`config.mk`:
```
export PLATFORM = sky130hd
export DESIGN_NAME = microwave_ctrl
export DESIGN_NICKNAME = d
export VERILOG_FILES = /design/src/rtl/microwave_ctrl.sv
export SDC_FILE = /design/constraint.sdc
export NUM_CORES = 1
export LEC_CHECK = 0
export ABC_AREA = 1
export BUFFER_PORTS_ARGS = -buffer_cell sky130_fd_sc_hd__buf_4
export CAP_MARGIN = 20
export CELL_PAD_IN_SITES_DETAIL_PLACEMENT = 1
export CELL_PAD_IN_SITES_GLOBAL_PLACEMENT = 1
export CORE_MARGIN = 3
export CORE_UTILIZATION = 35
export DETAILED_ROUTE_END_ITERATION = 10
export GPL_TIMING_DRIVEN = 0
export PLACE_DENSITY = 0.74
export RECOVER_POWER = 25
export SETUP_SLACK_MARGIN = 0.3
export SYNTH_ARGS = -nofsm -noshare
export SYNTH_HDL_FRONTEND = slang
export SYNTH_SLANG_ARGS = --single-unit
```
`constraint.sdc`:
```
create_clock -name clock -period 2.23 [get_ports clock]
set_input_delay 0.446 -clock clock [delete_from_list [all_inputs] [get_ports clock]]
set_output_delay 0.446 -clock clock [all_outputs]
set_load 0.02 [all_outputs]
```
`src/rtl/microwave_ctrl.sv`:
```
`default_nettype none
// ============================================================================
// Module      : microwave_ctrl
// Description : Front-panel sequencer between the panel debouncers and the
//               countdown timer; drives magnetron, lamp, beeper and status.
// Revision    : 1.0 - initial release
// ============================================================================
module microwave_ctrl #(
    parameter int BEEP_CYCLES = 300_000_000,
    parameter int BEEP_HALF   = 50_000_000,
    parameter int ARM_TIMEOUT = 16
) (
    input  logic       clock,
    input  logic       reset,
    input  logic       btn_start,
    input  logic       btn_stop,
    input  logic       btn_pause,
    input  logic       door_open,
    input  logic [1:0] prog_sel,
    input  logic [6:0] man_min,
    input  logic [6:0] man_sec,
    input  logic       tmr_done,
    output logic       tmr_start,
    output logic       tmr_stop,
    output logic       tmr_pause,
    output logic [6:0] tmr_min,
    output logic [6:0] tmr_sec,
    output logic       mag_en,
    output logic       lamp,
    output logic       beep,
    output logic [5:0] stat_d6
);

    localparam int c_ARM_W  = $clog2(ARM_TIMEOUT + 1);
    localparam int c_BEEP_W = $clog2(BEEP_CYCLES + 1);
    localparam int c_HALF_W = $clog2(BEEP_HALF + 1);

    localparam logic [c_ARM_W-1:0]  c_ARM_LAST  = c_ARM_W'(ARM_TIMEOUT - 1);
    localparam logic [c_ARM_W-1:0]  c_ARM_MAX   = c_ARM_W'(ARM_TIMEOUT);
    localparam logic [c_BEEP_W-1:0] c_BEEP_LAST = c_BEEP_W'(BEEP_CYCLES - 1);
    localparam logic [c_BEEP_W-1:0] c_BEEP_MAX  = c_BEEP_W'(BEEP_CYCLES);
    localparam logic [c_HALF_W-1:0] c_HALF_LAST = c_HALF_W'(BEEP_HALF - 1);

    typedef enum logic [2:0] {
        S_IDLE   = 3'd0,
        S_ARM    = 3'd1,
        S_RUN    = 3'd2,
        S_PAUSED = 3'd3,
        S_BEEP   = 3'd4
    } state_t;

    state_t              r_state;
    state_t              w_state_nxt;
    logic                w_go_start, w_go_stop, w_go_pause;
    logic [6:0]          w_sel_min, w_sel_sec;
    logic                w_sel_nz;
    logic [3:0]          w_code;
    logic [c_ARM_W-1:0]  r_arm_cnt;
    logic [c_BEEP_W-1:0] r_beep_cnt;
    logic [c_HALF_W-1:0] r_half_cnt;
    logic                r_tmr_start, r_tmr_stop, r_tmr_pause;
    logic [6:0]          r_tmr_min, r_tmr_sec;
    logic                r_mag_en, r_lamp, r_beep;
    logic [5:0]          r_stat_d6;

    always_comb begin
        w_sel_min = 7'd0;
        w_sel_sec = 7'd0;
        case (prog_sel)
            2'b00: begin
                w_sel_min = (man_min > 7'd99) ? 7'd99 : man_min;
                w_sel_sec = (man_sec > 7'd59) ? 7'd59 : man_sec;
            end
            2'b01: begin w_sel_min = 7'd2; w_sel_sec = 7'd30; end
            2'b10: begin w_sel_min = 7'd1; w_sel_sec = 7'd15; end
            default: begin w_sel_min = 7'd5; w_sel_sec = 7'd0; end
        endcase
        w_sel_nz = (w_sel_min != 7'd0) || (w_sel_sec != 7'd0);
    end

    // Branch order inside each state encodes stop > door > pause > start.
    always_comb begin
        w_state_nxt = r_state;
        w_go_start  = 1'b0;
        w_go_stop   = 1'b0;
        w_go_pause  = 1'b0;
        case (r_state)
            S_IDLE: begin
                if (btn_start && !door_open && w_sel_nz) begin
                    w_state_nxt = S_ARM;
                    w_go_start  = 1'b1;
                end
            end
            S_ARM: begin
                if (btn_stop || door_open || (tmr_done && r_arm_cnt >= c_ARM_LAST)) begin
                    w_state_nxt = S_IDLE;
                    w_go_stop   = 1'b1;
                end else if (!tmr_done) begin
                    w_state_nxt = S_RUN;
                end
            end
            S_RUN: begin
                if (btn_stop) begin
                    w_state_nxt = S_IDLE;
                    w_go_stop   = 1'b1;
                end else if (door_open || btn_pause) begin
                    w_state_nxt = S_PAUSED;
                    w_go_pause  = 1'b1;
                end else if (tmr_done) begin
                    w_state_nxt = S_BEEP;
                end
            end
            S_PAUSED: begin
                if (btn_stop) begin
                    w_state_nxt = S_IDLE;
                    w_go_stop   = 1'b1;
                end else if (!door_open && (btn_start || btn_pause)) begin
                    w_state_nxt = S_RUN;
                    w_go_start  = 1'b1;
                end
            end
            S_BEEP: begin
                if (btn_stop || door_open || r_beep_cnt >= c_BEEP_LAST) begin
                    w_state_nxt = S_IDLE;
                end
            end
            default: w_state_nxt = S_IDLE;
        endcase
    end

    always_comb begin
        w_code = 4'h0;
        if (door_open) begin
            w_code = 4'hD;
        end else begin
            case (w_state_nxt)
                S_ARM, S_RUN: w_code = 4'h1;
                S_PAUSED:     w_code = 4'h2;
                S_BEEP:       w_code = 4'h3;
                default:      w_code = 4'h0;
            endcase
        end
    end

    always_ff @(posedge clock) begin
        if (reset) begin
            r_state     <= S_IDLE;
            r_tmr_start <= 1'b0;
            r_tmr_stop  <= 1'b0;
            r_tmr_pause <= 1'b0;
            r_tmr_min   <= 7'd0;
            r_tmr_sec   <= 7'd0;
            r_mag_en    <= 1'b0;
            r_lamp      <= door_open;
            r_beep      <= 1'b0;
            r_stat_d6   <= 6'b10_0000;
            r_arm_cnt   <= '0;
            r_beep_cnt  <= '0;
            r_half_cnt  <= '0;
        end else begin
            r_state     <= w_state_nxt;
            r_tmr_start <= w_go_start;
            r_tmr_stop  <= w_go_stop;
            r_tmr_pause <= w_go_pause;
            r_mag_en    <= (w_state_nxt == S_RUN);
            r_lamp      <= door_open || (w_state_nxt == S_ARM) || (w_state_nxt == S_RUN);
            r_stat_d6   <= {1'b1, w_code, 1'b0};

            if (r_state == S_IDLE) begin
                r_tmr_min <= w_sel_min;
                r_tmr_sec <= w_sel_sec;
            end

            if (w_state_nxt == S_ARM && r_state != S_ARM) begin
                r_arm_cnt <= '0;
            end else if (r_state == S_ARM && r_arm_cnt != c_ARM_MAX) begin
                r_arm_cnt <= r_arm_cnt + 1'b1;
            end

            // Beeper starts high on entry and flips every BEEP_HALF cycles.
            if (w_state_nxt == S_BEEP && r_state != S_BEEP) begin
                r_beep_cnt <= '0;
                r_half_cnt <= '0;
                r_beep     <= 1'b1;
            end else if (w_state_nxt == S_BEEP) begin
                if (r_beep_cnt != c_BEEP_MAX) begin
                    r_beep_cnt <= r_beep_cnt + 1'b1;
                end
                if (r_half_cnt >= c_HALF_LAST) begin
                    r_half_cnt <= '0;
                    r_beep     <= ~r_beep;
                end else begin
                    r_half_cnt <= r_half_cnt + 1'b1;
                end
            end else begin
                r_beep <= 1'b0;
            end
        end
    end

    assign tmr_start = r_tmr_start;
    assign tmr_stop  = r_tmr_stop;
    assign tmr_pause = r_tmr_pause;
    assign tmr_min   = r_tmr_min;
    assign tmr_sec   = r_tmr_sec;
    assign mag_en    = r_mag_en;
    assign lamp      = r_lamp;
    assign beep      = r_beep;
    assign stat_d6   = r_stat_d6;

endmodule
`default_nettype wire

```
# Yosys cells after proc, flatten, opt, wreduce, memory -nomap -nowiden
# Index checks and enable logic that the tools add are counted.
dict set report word_totals {
  wordCells 96
  ff_bits 89
  output_inout_bits 26
}
dict set report classes {
  n_eq_ne 15
  order_cmp 5
  n_mux 29
  add_sub_neg 3
  bitwise_logic 2
  n_reduce_logical 27
}
# cell n
set ops {}
lappend ops {{one-hot mux 7 bit (3 select lines)} 2}
lappend ops {{adder 29 x 1 -> 29 bit (second input constant)} 1}
lappend ops {{greater-or-equal comparator 29 bit (second input constant)} 1}
lappend ops {{inequality test 29 bit (second input constant)} 1}
lappend ops {{two-way mux 3 bit} 9}
lappend ops {{adder 26 x 1 -> 26 bit (second input constant)} 1}
lappend ops {{greater-or-equal comparator 26 bit (second input constant)} 1}
lappend ops {{two-way mux 26 bit} 1}
lappend ops {{one-hot mux 3 bit (5 select lines)} 1}
lappend ops {{two-way mux 7 bit} 2}
lappend ops {{nonzero test 7 bit} 2}
lappend ops {{== test 3 x 2 -> 1 bit (second input constant)} 4}
lappend ops {{two-way mux 1 bit} 10}
lappend ops {{OR reduction 2 bit} 5}
lappend ops {{logical OR 1 bit} 8}
lappend ops {{greater-than comparator 7 x 6 -> 1 bit (second input constant)} 1}
lappend ops {{greater-than comparator 7 bit (second input constant)} 1}
lappend ops {{logical AND 1 bit} 7}
lappend ops {{== test 3 x 1 -> 1 bit (second input constant)} 2}
lappend ops {{== test 3 bit (second input constant)} 2}
lappend ops {{inequality test 3 x 1 -> 1 bit (second input constant)} 2}
lappend ops {{one-hot mux 2 bit (3 select lines)} 1}
lappend ops {{adder 5 x 1 -> 5 bit (second input constant)} 1}
lappend ops {{greater-or-equal comparator 5 x 4 -> 1 bit (second input constant)} 1}
lappend ops {{12 further kinds} 14}

# Logic depth before layout (Yosys ltp)
dict set report depth {
  depth_word 12
  mapped_depth 15
}

# Worst setup path before layout
# OpenSTA, ideal clock, no wires.
dict set report synth_timing {
  path_type {input-to-reg}
  from {input prog_sel[0]}
  to {register r_stat_d6[1], in the netlist stat_d6[1]}
  required_time_ns 2.120
  arrival_ns 1.781
  cell_stages 14
  setup_time_ns 0.110
  path_slack_ns 0.339
  cell_sequence {inv_1 > ha_1 > nor2_1 > nor2_1 > nand2_1 > nand2_1 > nor2_1 > nand3_1 > o21ai_1 > nand2_1 > nand2_1 > nand3_1 > nand2_1 > inv_1}
}
dict set report synth_via {
  elab_chain_cells 11
  word_cells_on_any_way 18
}
# item line
set synth_lines {}
lappend synth_lines {{from (decl)} 19} ;# input logic [1:0] prog_sel,
lappend synth_lines {{== test 2 bit (tied with other cells)} 69} ;# case (prog_sel)
lappend synth_lines {{one-hot mux 7 bit (3 select lines)} 69}
lappend synth_lines {{nonzero test 7 bit} 78} ;# w_sel_nz = (w_sel_min != 7'd0) || (w_sel_sec != 7'd0);
lappend synth_lines {{logical OR 1 bit (*)} 78}
lappend synth_lines {{logical AND 1 bit (*)} 89} ;# if (btn_start && !door_open && w_sel_nz) begin
lappend synth_lines {{two-way mux 3 bit (*)} 89}
lappend synth_lines {{one-hot mux 3 bit (5 select lines) (*)} 87} ;# case (r_state)
lappend synth_lines {{== test 3 x 2 -> 1 bit or == test 3 x 1 -> 1 bit (tied branches)} 136} ;# case (w_state_nxt)
lappend synth_lines {{OR reduction 2 bit} 136}
lappend synth_lines {{one-hot mux 2 bit (3 select lines) (*)} 136}
lappend synth_lines {{two-way mux 4 bit (*)} 133} ;# if (door_open) begin
lappend synth_lines {{to (signal assigned)} 167} ;# r_stat_d6 <= {1'b1, w_code, 1'b0};
lappend synth_lines {{to (decl)} 64} ;# logic [5:0] r_stat_d6;
# Mark *: on every way between the ends. The rest lies on a longest branch, timed or not.
# A chain may end at the register's enable or synchronous reset.

# Final worst setup path
dict set report layout_timing {
  from {register r_beep_cnt[17]}
  to {register r_beep_cnt[1]}
}
dict set report layout_via {
  elab_chain_cells 7
  word_cells_on_any_way 9
}
# item line
set layout_lines {}
lappend layout_lines {{from (decl)} 59} ;# logic [c_BEEP_W-1:0] r_beep_cnt;
lappend layout_lines {{from (signal assigned)} 187} ;# r_beep_cnt <= r_beep_cnt + 1'b1;
lappend layout_lines {{greater-or-equal comparator 29 bit} 123} ;# if (btn_stop || door_open || r_beep_cnt >= c_BEEP_LAST) begin
lappend layout_lines {{logical OR 1 bit} 123}
lappend layout_lines {{two-way mux 3 bit} 123}
lappend layout_lines {{one-hot mux 3 bit (5 select lines)} 87}
lappend layout_lines {{== test 3 bit} {181, 185}}
lappend layout_lines {{logical AND 1 bit} 181} ;# if (w_state_nxt == S_BEEP && r_state != S_BEEP) begin
lappend layout_lines {{OR reduction 2 bit (no source line)} -}
# Parallel ways exist; a longest one is shown, timed or not.

==> flow_summary.yaml <==
run_status:
  status: "completed"
synth:
  synth_area_leaders: "dfxtp_1, nand2_1, nor2_1"
  synth.largest_area_cell: "dfxtp_1"
  postSynthAreaPerCell_sq_um: 6.52
  netlist_area_sq_um: 5270
  synthArstFlopShare_pct: 0
  ys_warn_count: 0
  synth_nets: 838
  synth_edf_count: 0
  ys_types: 36
  synth_ff_type: "dfxtp_1"
  syn-instance-count: 807
  synth_top_area_share_pct: 32.7
  ys_ff_latch: 86
  yosysSeqAreaShare_pct: 32.7
route:
  drtIter0Drc: 256
  drcViolationCount: 0
  num_vias: 5360
  dr.pass1.iters: 4
  wl_mm: 16.1
  wl_per_cell_um: 15.1
  ant_nets: 0
  viasPerCell: 5.03
worst_setup_path:
  crit_required_ns: 2.46
  reg2regPathDepth: 12
  worstSetupEndpoint: "r_beep_cnt[1]"
  crit_type: "reg -> reg"
  r2r_setup_slack_ns: 0.30
  reg2reg_to: "r_beep_cnt[1]"
  cp-startpoint: "r_beep_cnt[17]"
  arrival_ns: 2.16
  worstPathMaxFanout: 10
  r2r_start: "r_beep_cnt[17]"
  crit_path_end_kind: "register"
  start_kind: "register"
floorplanning:
  dieWidth_um: 129
  ios: 49
  initial_core_util_pct: 36.0
  die_area_sq_um: 16600
  coreArea_sq_um: 14600
  dieHeight_um: 129
  rows: 44
clock_tree:
  cts_hold_buf: 0
  cts.path.max_buffers: 2
  cts.clk_slew.worst_paths_ns: 0.07
  root_buffer: "clkbuf_16"
  clk-insertion-delay-late_ns: 0.35
  numClockSinks: 86
  cts_buffers: 9
  cts_tree: "done"
  htree_levels: 3
grt:
  grt_max_degree: 16
  grt_pass1_vias: 5401
  track_usage_pct: 19.6
  grt_overflow: 0
  grt_antenna_before_repair: 0
  grt_pass1_wl_mm: 26.7
timing:
  finalSetupViolCount: 0
  fin_ws_ns: 0.304
  finalClockSkew_ns: 0.00824
  finalHoldViolations: 0
  slew_violations: 0
  fin_crit_ns: 1.93
  rsz0062_at_grt: "true"
  fmax_mhz: 519
  post-route-period-util_pct: 86.4
  whs_ns: 0.399
  tns_ns: 0
finish:
  syn2layout_area_growth_pct: 23.5
  drive_gt1_share_pct: 16.6
  fin_util_pct: 44.4
  postLayoutCellArea_sq_um: 6500
  fill_cells: 1943
  nets: 908
  diodes: 0
  instances_no_fill: 1066
placed_design:
  dp.cells: 1036
  placed_area_sq_um: 5830
  gp_congestion: 0.887
  port_buffers: 45
  hpwl_mm: 12.0
  post-place-ws_ns: -0.258
job:
  drv_cap: 0
hold_path:
  hold_class: "in -> reg"
  min_from: "door_open"
power:
  irDropWorstVdd_mv: 0.412
  power_leakage_nw: 2.54
  p_total_mw: 3.43
  powerDensity_nw_per_um2: 527
-- layout make-up --
cell class,count,area (sq um),area share (%)
plain buffers,34,292,4.48
flip-flops and latches,86,1750,26.9
inverters,81,309,4.75
multi-input cells,606,3260,50.2
clock buffers,11,243,3.73
well taps,184,230,3.54
repair buffers,59,353,5.43
clock inverters,5,66.3,1.02
-- routing by layer --
layer  part of all wire [%]  up-vias  GRT usage [%]
li1                       -     2754              -
met1                     48     2528           26.8
met2                     48       59           32.8
met3                    2.2       19           2.24
met4                    2.0        0           5.25
met5                      0        -              0
-- flip-flops by register name, indices dropped and copies added (netlist names) --
register,flops
tmr_sec,7
r_arm_cnt,5
r_half_cnt,26
tmr_min,7
tmr_start,1
lamp,1
tmr_pause,1
beep,1
r_beep_cnt,29
tmr_stop,1
stat_d6,3
mag_en,1
r_state,3
-- how the worst min path moves through the flow --
| stage | slack [ns] | end | cells past startpoint |
|---|---|---|---|
| 2_1_floorplan | 0.45 | r_arm_cnt[3] | 2 |
| 3_3_place_gp | 0.45 | tmr_sec[6] | 2 |
| 3_5_place_dp | 0.45 | tmr_sec[6] | 2 |
| 4_1_cts | 0.39 | tmr_pause | 4 |
| 5_1_grt | 0.42 | tmr_min[6] | 3 |
| 6_report | 0.40 | lamp | 3 |
-- repair_timing --
item	in CTS	in global routing
resized for setup	34	78
endpoints found under the setup margin	63	66
buffers inserted	3	11
pin swaps	3	15
-- power breakdown --
group | internal, mW | switching, mW
registers | 1.56 | 0.0178
logic | 0.0916 | 0.172
clock network | 0.914 | 0.674
-- cells in the mapped netlist (all sizes together) (2+ instances only) --
| library cell | count |
|---|---|
| a211oi | 2 |
| a21oi | 70 |
| buf | 18 |
| clkbuf | 16 |
| clkinv | 2 |
| conb | 2 |
| dfxtp | 86 |
| ha | 8 |
| inv | 79 |
| nand2 | 191 |
| nand3 | 73 |
| nand3b | 4 |
| nand4 | 19 |
| nor2 | 109 |
| nor3 | 35 |
| nor3b | 4 |
| nor4 | 6 |
| o211ai | 3 |
| o21ai | 24 |
| xnor2 | 13 |
| xor2 | 39 |
-- cell families (layout without fill, tap and decap cells) --
logic type	after synthesis	count (layout)	synth area share [%]
xor gates and xnor gates	52	52	8.65
adders and majority gates	8	8	1.90
AOI/OAI and AO/OA	102	102	10.1
DFF	86	86	32.7
buffers and inverters	115	190	9.77
other	2	2	0.143
and+or+nand+nor	442	442	36.8
-- worst max-delay path, stage by stage (launching register included) --
cell      delay, ns
dfxtp_4        0.37
or2_4          0.26
nor3_2         0.16
nand3b_1       0.16
nor2_2         0.16
nor2_1         0.06
nand2_2        0.08
nand2_4        0.09
nand2_4        0.11
buf_8          0.14
inv_2          0.04
nor2_1         0.10
nor2_1         0.08
-- layout by cell type (no fill, tap or decap), drive strengths merged, types with 6 or more instances in the layout --
| master | n |
|---|---|
| nor3 | 35 |
| ha | 8 |
| dfxtp | 86 |
| xnor2 | 13 |
| buf | 54 |
| a21oi | 70 |
| nand2 | 191 |
| nor2 | 109 |
| o21ai | 24 |
| clkbuf | 50 |
| nand4 | 19 |
| inv | 83 |
| nand3 | 73 |
| xor2 | 39 |
| nor4 | 6 |
(Power assumes the default switching activity.)
